File: config.mk
export PLATFORM = sky130hd
export DESIGN_NAME = mem_port_arbiter
export DESIGN_NICKNAME = d
export VERILOG_FILES = /design/src/rtl/mem_port_arbiter_pkg.sv /design/src/rtl/mem_port_arbiter_inst_line_buf.sv /design/src/rtl/mem_port_arbiter.sv
export SDC_FILE = /design/constraint.sdc
export NUM_CORES = 1
export LEC_CHECK = 0
export CORE_MARGIN = 10
export CORE_UTILIZATION = 45
export CTS_CLUSTER_DIAMETER = 120
export DETAILED_ROUTE_END_ITERATION = 6
export GPL_ROUTABILITY_DRIVEN = 0
export GPL_TIMING_DRIVEN = 0
export PLACE_DENSITY = 0.86
export SETUP_SLACK_MARGIN = 0.05
export SKIP_CTS_REPAIR_TIMING = 1
export SLEW_MARGIN = 15
export SYNTH_ARGS = -nofsm -noshare
export SYNTH_HDL_FRONTEND = slang
export SYNTH_SLANG_ARGS = --single-unit
File: constraint.sdc
create_clock -name clk -period 11.6 [get_ports clk]
set_input_delay 3.48 -clock clk [delete_from_list [all_inputs] [get_ports clk]]
set_output_delay 3.48 -clock clk [all_outputs]
set_load 0.05 [all_outputs]
File: src/rtl/mem_port_arbiter_pkg.sv
// -----------------------------------------------------------------------------
// mem_port_arbiter_pkg
//  Shared definitions for the IF/MEM memory port arbiter: FSM state codes,
//  grant encodings and the word-offset width that splits an address into
//  line tag and byte offset.
//  Optional feature macro used by the arbiter: ARB_INST_BUF_EN.
// -----------------------------------------------------------------------------
package mem_port_arbiter_pkg;

  typedef enum logic [1:0] {
    ARB_IDLE      = 2'd0,
    ARB_INST_BUSY = 2'd1,
    ARB_DATA_BUSY = 2'd2
  } arb_state_e;

  typedef enum logic {
    GRANT_IF  = 1'b0,
    GRANT_MEM = 1'b1
  } grant_e;

  // Addresses are byte addresses of 32-bit words; the tag drops the offset.
  localparam int unsigned TAG_LSB = 2;

endpackage

File: src/rtl/mem_port_arbiter_inst_line_buf.sv
// -----------------------------------------------------------------------------
// mem_port_arbiter_inst_line_buf
//  One-entry instruction buffer used by mem_port_arbiter when ARB_INST_BUF_EN
//  is defined (the whole module is compiled only in that build).
//  Ports:
//   clk, rst          clock, asynchronous active-high reset (clears valid)
//   lookup_tag        tag of the current fetch address
//   hit, hit_data     entry valid and tag match; buffered instruction
//   fill_en/tag/data  load the entry (every IF memory ack)
//   inval_en/tag      store completing; drops the entry on tag match
// -----------------------------------------------------------------------------
`ifdef ARB_INST_BUF_EN
module mem_port_arbiter_inst_line_buf
  import mem_port_arbiter_pkg::*;
#(
  parameter int ADDR_W = 32,
  parameter int DATA_W = 32
) (
  input  logic                      clk,
  input  logic                      rst,
  input  logic [ADDR_W-TAG_LSB-1:0] lookup_tag,
  output logic                      hit,
  output logic [DATA_W-1:0]         hit_data,
  input  logic                      fill_en,
  input  logic [ADDR_W-TAG_LSB-1:0] fill_tag,
  input  logic [DATA_W-1:0]         fill_data,
  input  logic                      inval_en,
  input  logic [ADDR_W-TAG_LSB-1:0] inval_tag
);

  logic [ADDR_W-TAG_LSB-1:0] tag_q, tag_d;
  logic [DATA_W-1:0]         data_q, data_d;
  logic                      valid_q, valid_d;

  always_comb begin
    tag_d   = tag_q;
    data_d  = data_q;
    valid_d = valid_q;
    if (fill_en) begin
      tag_d   = fill_tag;
      data_d  = fill_data;
      valid_d = 1'b1;
    end
    // A store landing on the buffered word makes the copy stale.
    if (inval_en && valid_q && (inval_tag == tag_q)) begin
      valid_d = 1'b0;
    end
  end

  always_ff @(posedge clk or posedge rst) begin
    if (rst) begin
      tag_q   <= '0;
      data_q  <= '0;
      valid_q <= 1'b0;
    end else begin
      tag_q   <= tag_d;
      data_q  <= data_d;
      valid_q <= valid_d;
    end
  end

  assign hit      = valid_q && (tag_q == lookup_tag);
  assign hit_data = data_q;

endmodule
`endif

File: src/rtl/mem_port_arbiter.sv
// -----------------------------------------------------------------------------
// mem_port_arbiter
//  Shares one single-ported memory between the IF (fetch) and MEM (load/store)
//  pipeline ports. One transaction at a time, round-robin on contention,
//  per-port stall until served, returned data held until the stage advances.
//  Optional: ARB_INST_BUF_EN adds a one-entry instruction buffer that serves
//  repeated fetches of the same word in zero cycles without a memory access.
//  Ports:
//   clk, rst                       clock, asynchronous active-high reset
//   inst_ren/inst_addr/if_en       IF request, address, stage advance
//   inst_data/inst_stall           fetched instruction, IF stall
//   mem_ren/mem_wen/mem_addr/
//   mem_dout/mem_en                MEM load/store request, data, advance
//   mem_din/mem_stall              load data, MEM stall
//   ram_cs/ram_we/ram_addr/
//   ram_wdata (registered)         memory command
//   ram_rdata/ram_ack              memory read data / completion
// -----------------------------------------------------------------------------
module mem_port_arbiter #(
  parameter int ADDR_W = 32,
  parameter int DATA_W = 32
) (
  input  logic              clk,
  input  logic              rst,
  input  logic              inst_ren,
  input  logic [ADDR_W-1:0] inst_addr,
  input  logic              if_en,
  output logic [DATA_W-1:0] inst_data,
  output logic              inst_stall,
  input  logic              mem_ren,
  input  logic              mem_wen,
  input  logic [ADDR_W-1:0] mem_addr,
  input  logic [DATA_W-1:0] mem_dout,
  input  logic              mem_en,
  output logic [DATA_W-1:0] mem_din,
  output logic              mem_stall,
  output logic              ram_cs,
  output logic              ram_we,
  output logic [ADDR_W-1:0] ram_addr,
  output logic [DATA_W-1:0] ram_wdata,
  input  logic [DATA_W-1:0] ram_rdata,
  input  logic              ram_ack
);
  import mem_port_arbiter_pkg::*;

  arb_state_e        state_q, state_d;
  grant_e            last_grant_q, last_grant_d;
  logic              ram_cs_q, ram_cs_d;
  logic              ram_we_q, ram_we_d;
  logic [ADDR_W-1:0] ram_addr_q, ram_addr_d;
  logic [DATA_W-1:0] ram_wdata_q, ram_wdata_d;
  logic              inst_served_q, inst_served_d;
  logic              mem_served_q, mem_served_d;
  logic [DATA_W-1:0] inst_hold_q, inst_hold_d;
  logic [DATA_W-1:0] mem_hold_q, mem_hold_d;

  logic              inst_ack, data_ack;
  logic              inst_take, mem_take, load_take;
  logic              if_pend, mem_pend;
  logic              inst_hit;
  logic [DATA_W-1:0] inst_hit_data;

  // Raw acks belong to whichever port owns the transaction in flight; they
  // only count for the port if its request is still up (not flushed).
  assign inst_ack  = (state_q == ARB_INST_BUSY) && ram_ack;
  assign data_ack  = (state_q == ARB_DATA_BUSY) && ram_ack;
  assign inst_take = inst_ack && inst_ren;
  assign mem_take  = data_ack && (mem_ren || mem_wen);
  assign load_take = mem_take && !ram_we_q;

`ifdef ARB_INST_BUF_EN
  logic              buf_hit;
  logic [DATA_W-1:0] buf_data;

  mem_port_arbiter_inst_line_buf #(
    .ADDR_W (ADDR_W),
    .DATA_W (DATA_W)
  ) u_line_buf (
    .clk        (clk),
    .rst        (rst),
    .lookup_tag (inst_addr[ADDR_W-1:TAG_LSB]),
    .hit        (buf_hit),
    .hit_data   (buf_data),
    .fill_en    (inst_ack),
    .fill_tag   (ram_addr_q[ADDR_W-1:TAG_LSB]),
    .fill_data  (ram_rdata),
    .inval_en   (data_ack && ram_we_q),
    .inval_tag  (ram_addr_q[ADDR_W-1:TAG_LSB])
  );

  // A hit is only taken while the port is idle, so it never races a fill.
  assign inst_hit      = (state_q == ARB_IDLE) && inst_ren && !inst_served_q && buf_hit;
  assign inst_hit_data = buf_data;
`else
  assign inst_hit      = 1'b0;
  assign inst_hit_data = '0;
`endif

  // A buffer hit satisfies IF without the memory, leaving it free for MEM.
  assign if_pend  = inst_ren && !inst_served_q && !inst_hit;
  assign mem_pend = (mem_ren || mem_wen) && !mem_served_q;

  // Next-state / command register logic.
  always_comb begin
    state_d      = state_q;
    last_grant_d = last_grant_q;
    ram_cs_d     = ram_cs_q;
    ram_we_d     = ram_we_q;
    ram_addr_d   = ram_addr_q;
    ram_wdata_d  = ram_wdata_q;
    unique case (state_q)
      ARB_IDLE: begin
        if (mem_pend && (!if_pend || (last_grant_q == GRANT_IF))) begin
          state_d      = ARB_DATA_BUSY;
          last_grant_d = GRANT_MEM;
          ram_cs_d     = 1'b1;
          ram_we_d     = mem_wen;
          ram_addr_d   = mem_addr;
          ram_wdata_d  = mem_dout;
        end else if (if_pend) begin
          state_d      = ARB_INST_BUSY;
          last_grant_d = GRANT_IF;
          ram_cs_d     = 1'b1;
          ram_we_d     = 1'b0;
          ram_addr_d   = inst_addr;
        end
      end
      ARB_INST_BUSY, ARB_DATA_BUSY: begin
        if (ram_ack) begin
          state_d  = ARB_IDLE;
          ram_cs_d = 1'b0;
          ram_we_d = 1'b0;
        end
      end
      default: begin
        state_d  = ARB_IDLE;
        ram_cs_d = 1'b0;
        ram_we_d = 1'b0;
      end
    endcase
  end

  // Served flags and hold registers; stage enable wins over a same-edge set.
  always_comb begin
    inst_served_d = (inst_served_q || inst_take || inst_hit) && !if_en;
    mem_served_d  = (mem_served_q || mem_take) && !mem_en;
    inst_hold_d   = inst_hold_q;
    if (inst_take) begin
      inst_hold_d = ram_rdata;
    end else if (inst_hit) begin
      inst_hold_d = inst_hit_data;
    end
    mem_hold_d = load_take ? ram_rdata : mem_hold_q;
  end

  always_ff @(posedge clk or posedge rst) begin
    if (rst) begin
      state_q       <= ARB_IDLE;
      last_grant_q  <= GRANT_IF;
      ram_cs_q      <= 1'b0;
      ram_we_q      <= 1'b0;
      ram_addr_q    <= '0;
      ram_wdata_q   <= '0;
      inst_served_q <= 1'b0;
      mem_served_q  <= 1'b0;
      inst_hold_q   <= '0;
      mem_hold_q    <= '0;
    end else begin
      state_q       <= state_d;
      last_grant_q  <= last_grant_d;
      ram_cs_q      <= ram_cs_d;
      ram_we_q      <= ram_we_d;
      ram_addr_q    <= ram_addr_d;
      ram_wdata_q   <= ram_wdata_d;
      inst_served_q <= inst_served_d;
      mem_served_q  <= mem_served_d;
      inst_hold_q   <= inst_hold_d;
      mem_hold_q    <= mem_hold_d;
    end
  end

  // Outputs: stalls drop and data bypasses the hold registers in the ack cycle.
  always_comb begin
    inst_stall = inst_ren && !inst_served_q && !inst_take && !inst_hit;
    mem_stall  = (mem_ren || mem_wen) && !mem_served_q && !mem_take;
    inst_data  = inst_hold_q;
    if (inst_take) begin
      inst_data = ram_rdata;
    end else if (inst_hit) begin
      inst_data = inst_hit_data;
    end
    mem_din = load_take ? ram_rdata : mem_hold_q;
  end

  assign ram_cs    = ram_cs_q;
  assign ram_we    = ram_we_q;
  assign ram_addr  = ram_addr_q;
  assign ram_wdata = ram_wdata_q;

endmodule

==> results.md <==
- CP max stage delay: 750 ps
- Post-Synth Simple-Gate Area: 0.0442
- Dominant synthesized flop cell: dfrtp_1
- Syn_area_per_cell: 13.2 um2
- Clk_skew: 7.17 ps
- Final nets: 863
- Vias: 4839
- Routed Antenna Nets: 0
- CP dominant cell by count: clkdlybuf4s50_1
- Placement Setup Slack: 2100 ps
- TritonCTS clock tree: yes
- Routed len/inst: 21.7 um
- Sw frac: 0.479
- Hold Crit Depth: 1
- Synth Area in XOR/XNOR: 0
- Largest family of logic cells by synthesized area: multiplexers
- Clock Path Buffers: 2
- Final HPWL DP: 15000 um
- CP cell instances: clkdlybuf4s50_1 -> nand3_1 -> clkbuf_1 -> mux2_2 -> clkdlybuf4s50_1
- I/O Buffers: 267
- P&R area growth vs syn: 60.5%
- P_sw: 1.60 mW
- Buf+Inv Stages, Crit Path: 3
- Cell count after synthesis: 437
- FP Rows: 41
- Crit end category: output port
- Period Utilization, post-route: 0.820
- Final setup fails: 0
- Filler Cell Count: 839
- Final instance area: 9260 um2
- Worst EP required: 8120 ps
- Vias in the first global route: 5385
- Initial Utilization: 0.459
- CTS H-tree lvls: 4
- Die width: 133 um
- Grt ovf: 0
- Final hold viol count: 0
- Clock root buffer: clkbuf_16
- Setup CP Type: in -> out
- First-pass GRT wire length: 30700 um
- Critical path's slowest cell: clkdlybuf4s50_1
- Top-area cell type share of the netlist area: 0.585
- CTS sink count: 135
- Worst IR drop on VDD: 241 uV
- Setup TNS Final: 0 ps
- Cell taking the most area after synthesis: dfrtp_1
- Min-delay src: inst_hold_q[2]$_DFF_PP0_
- Clk pwr share: 0.153
- Net Count, Synth: 576
- Reg-to-reg endpoint: ram_addr[29]$_DFFE_PP0P_
- Share of layout cells above drive strength 1: 0.193
- Clk pin slew, worst setup/hold paths: 50 ps
- Antenna diodes: 0
- IO Count: 268
- Num CTS Buffers: 17
- Async SR Flop Fraction: 1.00
- RSZ-0062 raised after global routing: no
- R2r setup slk: 9580 ps
- Largest net degree at the start of global routing: 80
- Drt pass-1 iters: 5
- Combinational cell fraction of total power: 0.605
- Initial DRC count: 223
- Post-Syn Area: 5770 um2
- #FFs+latches synth: 135
- Arrival time at the worst endpoint: 6030 ps
- Crit-path leading delay family: buffers and inverters
- Post-synth cell types: 29
- Pleak: 3.79 nW
- Worst-skew pair later-pin latency: 410 ps
- Type of origin of the critical path: primary input
- Mux contribution to synthesized area: 0.207
- Critical path peak fanout: 10
- Worst Hold Class: reg -> reg
- Reg2reg path depth: 6
- Cell Area, Placed: 8690 um2
- Sequential share of power: 0.243
- Antenna violations before repair: 0
- Final Critical Period: 9510 ps
- Area contributors post-synth: dfrtp_1 59%, mux2_2 13%, mux2_4 7.8%, a211oi_1 4.2%, a31oi_1 3.6%
- Global Route Usage Sum: 0.219
- Worst slew margin: 0.575
- Yosys Warn Count: 0
- Max Fclk: 105 MHz
- Synth Area in Compound Gates: 0.120
- Worst setup margin: 2090 ps
- Sequential share of the synthesized area: 0.585
- Final core utilization: 0.737
- Max-cap violations: 0
- Core area: 12600 um2
- Reg-to-Reg Start: state_q[0]$_DFFE_PP0P_
- Full die area: 17800 um2
- Residual DRC: 0
- Power Density: 361 nW/um2
- Hold WS: 492 ps
- Internal power contribution: 1.74 mW
- Adder-cell share of the synthesized area: 0.00650
- Slew Limit Fails: 0
- Number of synthesized flops with an enable pin: 0
- Routed wire length: 19700 um
- Vias per inst: 5.33
- Worst Tran Pin Value: 637 ps
- Die Y-Extent: 133 um
- Hold Path Sink: inst_hold_q[2]$_DFF_PP0_
- Status: finished, final reports clean
## routing by layer
| layer | vias up | wire length (um) | global-route usage |
|---|---|---|---|
| li1 | 2193 | - | - |
| met1 | 2375 | 7300 | 0.240 |
| met2 | 232 | 10200 | 0.374 |
| met3 | 39 | 1540 | 0.0782 |
| met4 | 0 | 633 | 0.0937 |
| met5 | - | 0 | 0 |
## cells by family after synthesis
group	after synthesis
compound gates	110
mux	96
flops	135
simple gates	46
fa+ha+maj	3
buf+inv	47
## area by class of cell
cell class | instances | area (um2) | area share
Clock buffer | 24 | 502 | 0.0542
Tap cell | 172 | 215 | 0.0232
Inverter | 8 | 35.0 | 0.00378
Timing Repair Buffer | 268 | 2700 | 0.291
Sequential cell | 135 | 3380 | 0.365
Buffer | 39 | 186 | 0.0201
Clock inverter | 7 | 68.8 | 0.00743
Multi-Input combinational cell | 255 | 2180 | 0.235
## state kept, by name (all words and copies together), names as in the netlist, 2 cells and up
name,flops
inst_hold_q,32
mem_hold_q,32
ram_addr,32
ram_wdata,32
state_q,2
## power groups by stage
stage / combinational, mW / clock [mW] / sequential, mW
after floorplan: 0.944 / 0 / 1.20
after global placement: 1.99 / 0 / 0.795
after detailed placement: 2.02 / 0 / 0.814
after CTS: 2.03 / 0.519 / 0.811
after global routing: 2.11 / 0.538 / 0.834
final: 2.02 / 0.511 / 0.811
## worst max path at each step
stage	cells past startpoint	end	start
2_1_floorplan	6	mem_din[10]	mem_wen
3_3_place_gp	5	inst_data[28]	ram_ack
3_5_place_dp	5	inst_data[28]	ram_ack
4_1_cts	5	inst_data[27]	ram_ack
5_1_grt	5	inst_data[27]	ram_ack
6_report	5	inst_data[27]	ram_ack
## synthesized netlist by cell type (2+ instances only)
master	count
a211oi_1	32
a21oi_1	4
a31oi_1	33
and3b_1	2
buf_2	8
buf_6	4
clkbuf_1	26
dfrtp_1	135
ha_1	3
inv_1	8
mux2_2	66
mux2_4	30
nand2b_1	2
nand3_1	34
nor2_1	2
nor2b_1	2
o21ai_0	33
o22ai_1	2
## per-stage QoR
step,cells,power [mW]
after floorplan,437,2.14
after global placement,876,2.78
after detailed placement,877,2.83
after CTS,908,3.36
after global routing,908,3.48
final,908,3.34
## placed cells by master, fill, tap and decap left out, types with 2 or more instances in the layout
cell               n
inv_1              7
mux2_2            66
nor2b_1            2
clkbuf_8           5
nand2b_1           2
clkinv_2           3
buf_6              4
clkbuf_16         17
and3b_1            2
a21oi_1            4
ha_1               3
buf_2              8
o22ai_1            2
nor2_1             2
clkbuf_1          28
dfrtp_1          135
clkinvlp_4         2
clkdlybuf4s50_1  267
a31oi_1           33
a211oi_1          32
nand3_1           34
o21ai_0           33
mux2_4            30
No activity file was read; power rests on OpenSTA's default activity.
